### config.mk
export PLATFORM = sky130hd
export DESIGN_NAME = mmio_timer_flat
export DESIGN_NICKNAME = d
export VERILOG_FILES = /design/src/rtl/mmio_timer_if.sv /design/src/rtl/mmio_timer.sv /design/src/flat_wrapper.sv
export SDC_FILE = /design/constraint.sdc
export NUM_CORES = 1
export LEC_CHECK = 0
export CAP_MARGIN = 30
export CORE_UTILIZATION = 56
export DETAILED_ROUTE_END_ITERATION = 16
export GPL_TIMING_DRIVEN = 0
export HOLD_SLACK_MARGIN = 0.08
export PLACE_DENSITY_LB_ADDON = 0.08
export SLEW_MARGIN = 20
export SYNTH_ARGS = -nofsm -noshare
export SYNTH_HDL_FRONTEND = slang
export SYNTH_SLANG_ARGS = --single-unit
### constraint.sdc
create_clock -name clk_100M -period 5 [get_ports clk_100M]
set_input_delay 1 -clock clk_100M [delete_from_list [all_inputs] [get_ports clk_100M]]
set_output_delay 1 -clock clk_100M [all_outputs]
set_load 0.02 [all_outputs]
### src/rtl/mmio_timer_if.sv
// CPU data-memory bus as seen by the timer: address, write strobe and data in;
// registered read data and window hit out.
interface mmio_timer_if;
  logic [31:0] mem_addr;
  logic        wr_en;
  logic [31:0] w_data;
  logic [31:0] r_data;
  logic        rd_hit;

  modport master (output mem_addr, wr_en, w_data, input r_data, rd_hit);
  modport slave  (input mem_addr, wr_en, w_data, output r_data, rd_hit);
endinterface

### src/rtl/mmio_timer.sv
// Memory-mapped countdown timer: prescaler, 32-bit down-counter, sticky expiry and level irq.
// Optional CAPTURE register at offset 0x14 when MMIO_TIMER_CAPTURE_EN is defined.
module mmio_timer #(
  parameter logic [31:0] BASE_ADDR = 32'hFFFF_0000,
  parameter int unsigned PRESC_W   = 16
) (
  input  logic        clk_100M,
  input  logic        rst,
  input  logic        clk_en,
  mmio_timer_if.slave bus,
  output logic        irq
);

  typedef enum logic [2:0] {
    OFF_CTRL   = 3'd0,
    OFF_LOAD   = 3'd1,
    OFF_COUNT  = 3'd2,
    OFF_STATUS = 3'd3,
    OFF_PRESC  = 3'd4,
    OFF_CAPT   = 3'd5
  } off_e;

  localparam logic [PRESC_W-1:0] PSC_ONE = 1;

  logic               hit, wr, rd, tick, expire;
  logic [2:0]         offset;
  logic [31:0]        rdata_mux;
  logic               unused_addr_bits;

  logic [2:0]         ctrl_q, ctrl_d;
  logic [31:0]        load_q, load_d;
  logic [31:0]        count_q, count_d;
  logic               exp_q, exp_d;
  logic [PRESC_W-1:0] presc_q, presc_d;
  logic [PRESC_W-1:0] psc_q, psc_d;
  logic [31:0]        r_data_q, r_data_d;
  logic               rd_hit_q, rd_hit_d;
  logic               irq_q, irq_d;
`ifdef MMIO_TIMER_CAPTURE_EN
  logic [31:0]        capture_q, capture_d;
`endif

  assign hit              = (bus.mem_addr[31:5] == BASE_ADDR[31:5]);
  assign offset           = bus.mem_addr[4:2];
  assign wr               = hit & bus.wr_en;
  assign rd               = hit & ~bus.wr_en;
  assign unused_addr_bits = ^bus.mem_addr[1:0];

  assign tick   = ctrl_q[0] && (psc_q == presc_q);
  assign expire = tick && (count_q == '0);

  always_comb begin
    rdata_mux = '0;
    case (offset)
      OFF_CTRL:   rdata_mux = {29'd0, ctrl_q};
      OFF_LOAD:   rdata_mux = load_q;
      OFF_COUNT:  rdata_mux = count_q;
      OFF_STATUS: rdata_mux = {31'd0, exp_q};
      OFF_PRESC:  rdata_mux = 32'(presc_q);
`ifdef MMIO_TIMER_CAPTURE_EN
      OFF_CAPT:   rdata_mux = capture_q;
`endif
      default:    rdata_mux = '0;
    endcase
  end

  always_comb begin
    ctrl_d   = ctrl_q;
    load_d   = load_q;
    count_d  = count_q;
    exp_d    = exp_q;
    presc_d  = presc_q;
    psc_d    = psc_q;
`ifdef MMIO_TIMER_CAPTURE_EN
    capture_d = capture_q;
`endif

    if (!ctrl_q[0] || tick) psc_d = '0;
    else                    psc_d = psc_q + PSC_ONE;

    // Tick updates first so that a same-cycle CPU write overrides them below.
    if (tick) begin
      if (count_q != '0)  count_d = count_q - 32'd1;
      else if (ctrl_q[1]) count_d = load_q;
      else                ctrl_d[0] = 1'b0;
    end

    if (wr) begin
      case (offset)
        OFF_CTRL:   ctrl_d  = bus.w_data[2:0];
        OFF_LOAD:   load_d  = bus.w_data;
        OFF_COUNT:  count_d = bus.w_data;
        OFF_STATUS: if (bus.w_data[0]) exp_d = 1'b0;
        OFF_PRESC: begin
          presc_d = bus.w_data[PRESC_W-1:0];
          psc_d   = '0;
        end
`ifdef MMIO_TIMER_CAPTURE_EN
        OFF_CAPT:   capture_d = count_q;
`endif
        default: ;
      endcase
    end

    if (expire) exp_d = 1'b1;

    r_data_d = rd ? rdata_mux : '0;
    rd_hit_d = rd;
    irq_d    = exp_d & ctrl_d[2];
  end

  always_ff @(posedge clk_100M or posedge rst) begin
    if (rst) begin
      ctrl_q    <= '0;
      load_q    <= '0;
      count_q   <= '0;
      exp_q     <= 1'b0;
      presc_q   <= '0;
      psc_q     <= '0;
      r_data_q  <= '0;
      rd_hit_q  <= 1'b0;
      irq_q     <= 1'b0;
`ifdef MMIO_TIMER_CAPTURE_EN
      capture_q <= '0;
`endif
    end else if (clk_en) begin
      ctrl_q    <= ctrl_d;
      load_q    <= load_d;
      count_q   <= count_d;
      exp_q     <= exp_d;
      presc_q   <= presc_d;
      psc_q     <= psc_d;
      r_data_q  <= r_data_d;
      rd_hit_q  <= rd_hit_d;
      irq_q     <= irq_d;
`ifdef MMIO_TIMER_CAPTURE_EN
      capture_q <= capture_d;
`endif
    end
  end

  assign bus.r_data = r_data_q;
  assign bus.rd_hit = rd_hit_q;
  assign irq        = irq_q;

endmodule

### src/flat_wrapper.sv
// flat-port wrapper written by rule: the top's interface ports become plain ports
module mmio_timer_flat 
#(
  parameter logic [31:0] BASE_ADDR = 32'hFFFF_0000,
  parameter int unsigned PRESC_W   = 16
)
  (clk_100M, rst, clk_en, irq, bus_mem_addr, bus_wr_en, bus_w_data, bus_r_data, bus_rd_hit);
  mmio_timer_if bus_i ();
  input  logic clk_100M;
  input  logic rst;
  input  logic clk_en;
  output logic irq;
  input wire logic [$bits(bus_i.mem_addr)-1:0] bus_mem_addr;
  input wire logic [$bits(bus_i.wr_en)-1:0] bus_wr_en;
  input wire logic [$bits(bus_i.w_data)-1:0] bus_w_data;
  output wire logic [$bits(bus_i.r_data)-1:0] bus_r_data;
  output wire logic [$bits(bus_i.rd_hit)-1:0] bus_rd_hit;
  assign bus_i.mem_addr = bus_mem_addr;
  assign bus_i.wr_en = bus_wr_en;
  assign bus_i.w_data = bus_w_data;
  assign bus_r_data = bus_i.r_data;
  assign bus_rd_hit = bus_i.rd_hit;
  mmio_timer #(.BASE_ADDR(BASE_ADDR), .PRESC_W(PRESC_W)) u_core (.clk_100M(clk_100M), .rst(rst), .clk_en(clk_en), .bus(bus_i), .irq(irq));
endmodule
==> results.sh, run 1 <==
export IMPL_min_path_cells=1
export IMPL_synth_seq_area_share=0.451
export IMPL_hpwl_um=18100
export IMPL_synth_top_area_frac=0.451
export IMPL_wl_per_cell_um=23.0
export IMPL_ys_warn_count=0
export IMPL_max_freq_mhz=253
export IMPL_tritoncts="built"
export IMPL_antenna_left=0
export IMPL_core_mm2=0.0128
export IMPL_ios=102
export IMPL_tightest_slew_ns=1.04
export IMPL_drt_iter0_drc=1061
export IMPL_num_nets_final=1023
export IMPL_yosys_area_top_type="dfrtp_1"
export IMPL_hp_class="reg -> reg"
export IMPL_post_route_drc_count=0
export IMPL_synth_edf_count=0
export IMPL_cts_inserted_buffers=17
export IMPL_synthesis_area_mm2=0.00743
export IMPL_grtUsageTotal=0.396
export IMPL_start_util=0.581
export IMPL_grt_pass1_wl_um=39700
export IMPL_grt_use_met1=0.548
export IMPL_portBuffers=97
export IMPL_grt_met3_usage=0.0999
export IMPL_fin_crit_ns=3.95
export IMPL_post_cts_resized=0
export IMPL_drive_gt1_frac=0.0881
export IMPL_path_cells="clkdlybuf4s50_1 -> nand4b_1 -> or4_4 -> nor3_1 -> nand2_1 -> a21oi_1 -> o22ai_1 -> nor2_1"
export IMPL_power_density_mw_per_mm2=277
export IMPL_drt_wl_total_um=26100
export IMPL_busiest_layer="met2"
export IMPL_grt_overflow=0
export IMPL_worst_path_max_fanout=8
export IMPL_syn_area_per_cell_um2=8.91
export IMPL_grt_pass1_vias=7273
export IMPL_cap_violations=0
export IMPL_synth_cell_types=62
export IMPL_worstPathRequired_ns=5.35
export IMPL_antenna_found_initial=0
export IMPL_critPathMaxStageDelay_ns=0.89
export IMPL_ff2ff_setup_slack_ns=1.72
export IMPL_cts_root_buf="clkbuf_16"
export IMPL_hold_viol_final=0
export IMPL_synth_ff_type="dfrtp_1"
export IMPL_r2r_cells=8
export IMPL_r2r_end="u_core.count_q[30]"
export IMPL_use_met2=0.587
export IMPL_clk_path_buf_depth=2
export IMPL_postSynthNetCount=905
export IMPL_vias_per_cell=6.73
export IMPL_ys_top_cells_by_count="144 x nand2_1, 134 x dfrtp_1, 64 x a21oi_1, 63 x nor2_1, 47 x o21ai_0"
export IMPL_rsz0062_at_grt="no"
export IMPL_post_synth_top_count_cell="nand2_1"
export IMPL_utilization=0.724
export IMPL_end_kind="flop"
export IMPL_criticalPathCategory="in -> reg"
export IMPL_cts_htree_levels=4
export IMPL_finalPower_uw=2560
export IMPL_area_growth_pct=24.5
export IMPL_ir_worst_vdd_v=0.000224
export IMPL_grt_max_degree=84
export IMPL_die_area_mm2=0.0137
export IMPL_hold_buffers=0
export IMPL_crit_slowest_cell="a21oi_1"
export IMPL_finClkSkew_ns=0.00980
export IMPL_fp_dieH_um=117
export IMPL_postSynthCellCount=834
export IMPL_num_antenna_cells=0
export IMPL_synth_seq_cells=134
export IMPL_dieWidth_um=117
export IMPL_hold_path_endpoint="u_core.bus.r_data[28]"
export IMPL_clk_pin_slew_worst_paths_ns=0.06
export IMPL_synthTopCellsByArea="dfrtp_1 45%, nand2_1 7.3%, a21oi_1 4.3%, o2bb2ai_1 4.2%, a22oi_1 3.4%"
export IMPL_postSynth_asyncResetShare=1.00
export IMPL_cts_sinks=134
export IMPL_drv_slew=0
export IMPL_p_leak_uw=0.00386
export IMPL_first_pass_iters=6
export IMPL_cts_setup_buffers=0
export IMPL_r2r_start="u_core.psc_q[5]"
export IMPL_vias=7648
export IMPL_worst_endpoint_arrival_ns=4.30
export IMPL_fin_ws_ns=1.05
export IMPL_outcome="finished, final reports clean"
export IMPL_place_ws_ns=0.807
export IMPL_rows=41
export IMPL_min_from="u_core.bus.r_data[28]"
export IMPL_setup_viol=0
export IMPL_insertion_delay_ns=0.43
export IMPL_min_period_over_period=0.790
export IMPL_gp_congestion=0.956
export IMPL_crit_path_start_kind="input port"
export IMPL_relSlewSlack=0.308
-- critical path: cells and delay by family --
kind / cells / cell delay, ns
AO/OA/AOI/OAI: 2 / 1.12
buffers and inverters: 1 / 0.40
AND/OR/NAND/NOR: 5 / 1.77
-- sequential cells by signal, indices dropped and copies added, names as in the netlist --
name,cells
u_core.psc_q,16
u_core.exp_q,1
u_core.ctrl_q,3
u_core.bus.rd_hit,1
u_core.count_q,32
u_core.load_q,32
u_core.bus.r_data,32
u_core.irq,1
u_core.presc_q,16
-- area by class of cell --
type	count	area [um2]
Sequential cell	134	3350
Inverter	11	48.8
Fill cell	945	3530
Clock buffer	22	474
Buffer	61	289
Timing Repair Buffer	99	1000
Clock inverter	10	119
Tap cell	172	215
Multi-Input combinational cell	628	3740
-- per-stage QoR --
step | hold WS (ns) | area, um2 | cells | TNS (ns)
finish | 0.485 | 9250 | 1137 | 0
global route | 0.493 | 9250 | 1137 | 0
CTS | 0.490 | 9250 | 1137 | 0
detailed placement | 0.472 | 8650 | 1105 | 0
global placement | 0.468 | 8610 | 1103 | -187.14
floorplan | 0.456 | 7430 | 834 | 0
-- layout by cell type (no fill, tap or decap), types with 5 or more instances in the layout --
cell type and instances:
buf_2 13, or3_1 5, o21ai_0 47, nand2_1 144
a21oi_1 64, o31ai_1 9, clkbuf_16 17, o2bb2ai_1 36
nor2b_1 6, nand4_1 14, nor4_1 14, xnor2_1 17
inv_1 9, mux2_2 19, dfrtp_1 134, clkdlybuf4s50_1 97
a221o_1 6, nand3_1 22, o22ai_1 12, nor2_1 63
a22oi_1 34, and3_1 11, clkbuf_1 43, nor3_1 25
a31oi_1 15
-- logic make-up after synthesis --
group | share of synthesized area
AOI/OAI and AO/OA | 0.219
xor gates and xnor gates | 0.0248
adders and majority gates | 0.00505
buffers and inverters | 0.0445
DFF | 0.451
muxes | 0.0359
and+or+nand+nor | 0.220
-- routing by layer --
metal / routed length, um / up-vias
li1: - / 3298
met5: 0 / -
met1: 10400 / 3645
met2: 11500 / 616
met3: 3370 / 89
met4: 867 / 0
-- power by group --
group	leakage, uW	internal [uW]	switching [uW]
registers	0.00182	1100	13.5
clock network	0.000283	775	490
logic	0.00175	74.0	110
-- how the worst max path moves through the flow --
| stage | startpoint | end | slack (ns) | depth (start not counted) |
|---|---|---|---|---|
| floorplan | rst | u_core.bus.r_data[0] | 0.42 | 1 |
| global placement | rst | u_core.bus.r_data[12] | -1.41 | 2 |
| detailed placement | bus_mem_addr[13] | u_core.count_q[25] | 0.81 | 8 |
| CTS | bus_mem_addr[13] | u_core.count_q[30] | 1.22 | 8 |
| global route | bus_mem_addr[13] | u_core.count_q[30] | 0.98 | 8 |
| finish | bus_mem_addr[13] | u_core.count_q[30] | 1.05 | 8 |
No activity file was read; power rests on OpenSTA's default activity.
==> run 2, diff against run 1 <==
- clock period: 5 -> 4 ns (I/O delays scaled with it)
==> run 2 against run 1 <==
  * Non-clock buffer count rose by 3
  * Clock skew fell by 0.0026 ns
  * Global-route usage fell by 0.12 points
  * Die area did not move
  * Register-to-register slack got worse by 1.0 ns
  * Flip-flop and latch count did not move
  * Sequential share of layout area fell by 0.35 points
  * First-iteration DRC count rose by 5.8%
  * Critical path type unchanged
  * Highest routed layer unchanged
==> results.sh, run 2 (synthesis results as in run 1) <==
export IMPL_outcome="finished, final reports clean"
export IMPL_insertion_delay_ns=0.43
export IMPL_setup_viol=0
export IMPL_antenna_found_initial=0
export IMPL_dieWidth_um=117
export IMPL_grt_pass1_vias=7283
export IMPL_ir_worst_vdd_v=0.000405
export IMPL_tritoncts="built"
export IMPL_relSlewSlack=0.287
export IMPL_final_common_cell="nand2_1"
export IMPL_p_leak_uw=0.00390
export IMPL_worst_endpoint_arrival_ns=4.04
export IMPL_criticalPathCategory="in -> reg"
export IMPL_gp_congestion=0.952
export IMPL_cp_num_buf_inv=1
export IMPL_hold_viol_final=0
export IMPL_start_util=0.581
export IMPL_drive_gt1_frac=0.0930
export IMPL_grt_max_degree=36
export IMPL_num_nets_final=1026
export IMPL_cts_root_buf="clkbuf_16"
export IMPL_vias=7630
export IMPL_worstPathRequired_ns=4.36
export IMPL_cpMostUsedCell="a21oi_1"
export IMPL_post_cts_resized=0
export IMPL_vias_per_cell=6.69
export IMPL_drv_slew=0
export IMPL_area_growth_pct=25.7
export IMPL_cap_violations=0
export IMPL_crit_path_start_kind="input port"
export IMPL_rows=41
export IMPL_fin_ws_ns=0.318
export IMPL_cts_inserted_buffers=17
export IMPL_dp_cells=1108
export IMPL_grt_overflow=0
export IMPL_fp_dieH_um=117
export IMPL_wl_per_cell_um=22.7
export IMPL_grt_use_met1=0.552
export IMPL_use_met2=0.584
export IMPL_final_cells=1140
export IMPL_finalPower_uw=3310
export IMPL_ff2ff_setup_slack_ns=0.72
export IMPL_hpwl_um=18300
export IMPL_cts_setup_buffers=0
export IMPL_min_period_over_period=0.921
export IMPL_tightest_slew_ns=1.07
export IMPL_antenna_left=0
export IMPL_portBuffers=97
export IMPL_clk_path_buf_depth=2
export IMPL_clk_pin_slew_worst_paths_ns=0.06
export IMPL_end_kind="flop"
export IMPL_path_cells="clkdlybuf4s50_1 -> nand4b_1 -> or4_4 -> nor3_1 -> nand2_1 -> a21oi_1 -> o22ai_1 -> a21oi_1"
export IMPL_core_mm2=0.0128
export IMPL_mostFrequentLayoutCells="144 x nand2_1, 134 x dfrtp_1, 97 x clkdlybuf4s50_1"
export IMPL_cts_htree_levels=4
export IMPL_die_area_mm2=0.0137
export IMPL_fillers=971
export IMPL_hp_class="reg -> reg"
export IMPL_first_pass_iters=6
export IMPL_cts_sinks=134
export IMPL_crit_slowest_cell="a21oi_1"
export IMPL_grt_met3_usage=0.0978
export IMPL_finClkSkew_ns=0.00719
export IMPL_grt_pass1_wl_um=39600
export IMPL_grtUsageTotal=0.394
export IMPL_power_density_mw_per_mm2=354
export IMPL_critPathMaxStageDelay_ns=0.90
export IMPL_hold_ws_ns=0.486
export IMPL_worst_path_max_fanout=8
export IMPL_post_route_drc_count=0
export IMPL_fin_crit_ns=3.68
export IMPL_place_ws_ns=-0.0377
export IMPL_crit_family="simple AND/OR/NAND/NOR gates"
export IMPL_drt_iter0_drc=1123
export IMPL_busiest_layer="met2"
export IMPL_num_antenna_cells=0
export IMPL_ios=102
export IMPL_drt_wl_total_um=25900
export IMPL_max_freq_mhz=272
export IMPL_hold_buffers=0
export IMPL_rsz0062_at_grt="no"
[run 2: cell count changes in the layout (fill, tap and decap cells not counted), sizes merged]
cell	delta
buf	+3
bufinv	+1
inv	-1
[run 2: report_power, final]
group	total [uW]	internal, uW	switching (uW)
logic	235	97.2	138
registers	1380	1370	16.2
clock network	1690	1070	620
total	3310	2530	774
[run 2: per-stage QoR]
step | cell area, um2 | TNS (ns) | util
floorplan | 7430 | 0 | -
global placement | 8620 | 0 | 0.675
detailed placement | 8700 | -0.0377 | 0.681
CTS | 9340 | 0 | 0.731
global route | 9340 | 0 | 0.731
finish | 9340 | 0 | 0.731
[run 2: final cells by class]
class,count,area (um2),share of cell area
multi-input combinational,628,3740,0.401
sequential,134,3350,0.359
timing repair buffer,102,1060,0.113
clock buffer,22,494,0.0529
buffer,61,289,0.0310
tap,172,215,0.0230
clock inverter,10,141,0.0151
inverter,11,45.0,0.00482
[run 2: final timing paths]
kind | depth (start not counted) | start | end
max | 8 | bus_mem_addr[13] | u_core.count_q[25]
min | 1 | u_core.bus.r_data[25] | u_core.bus.r_data[25]
max reg2reg | 7 | u_core.count_q[11] | u_core.count_q[23]
min reg2reg | 1 | u_core.bus.r_data[25] | u_core.bus.r_data[25]
max in group asynchronous | 4 | rst | u_core.bus.rd_hit
min in group asynchronous | 2 | rst | u_core.bus.r_data[26]
[run 2: layer usage]
layer  up-vias  share of wire
met1      3708           0.41
met5         -              0
met2       550           0.44
met4         0          0.028
met3        74           0.12
li1       3298              -
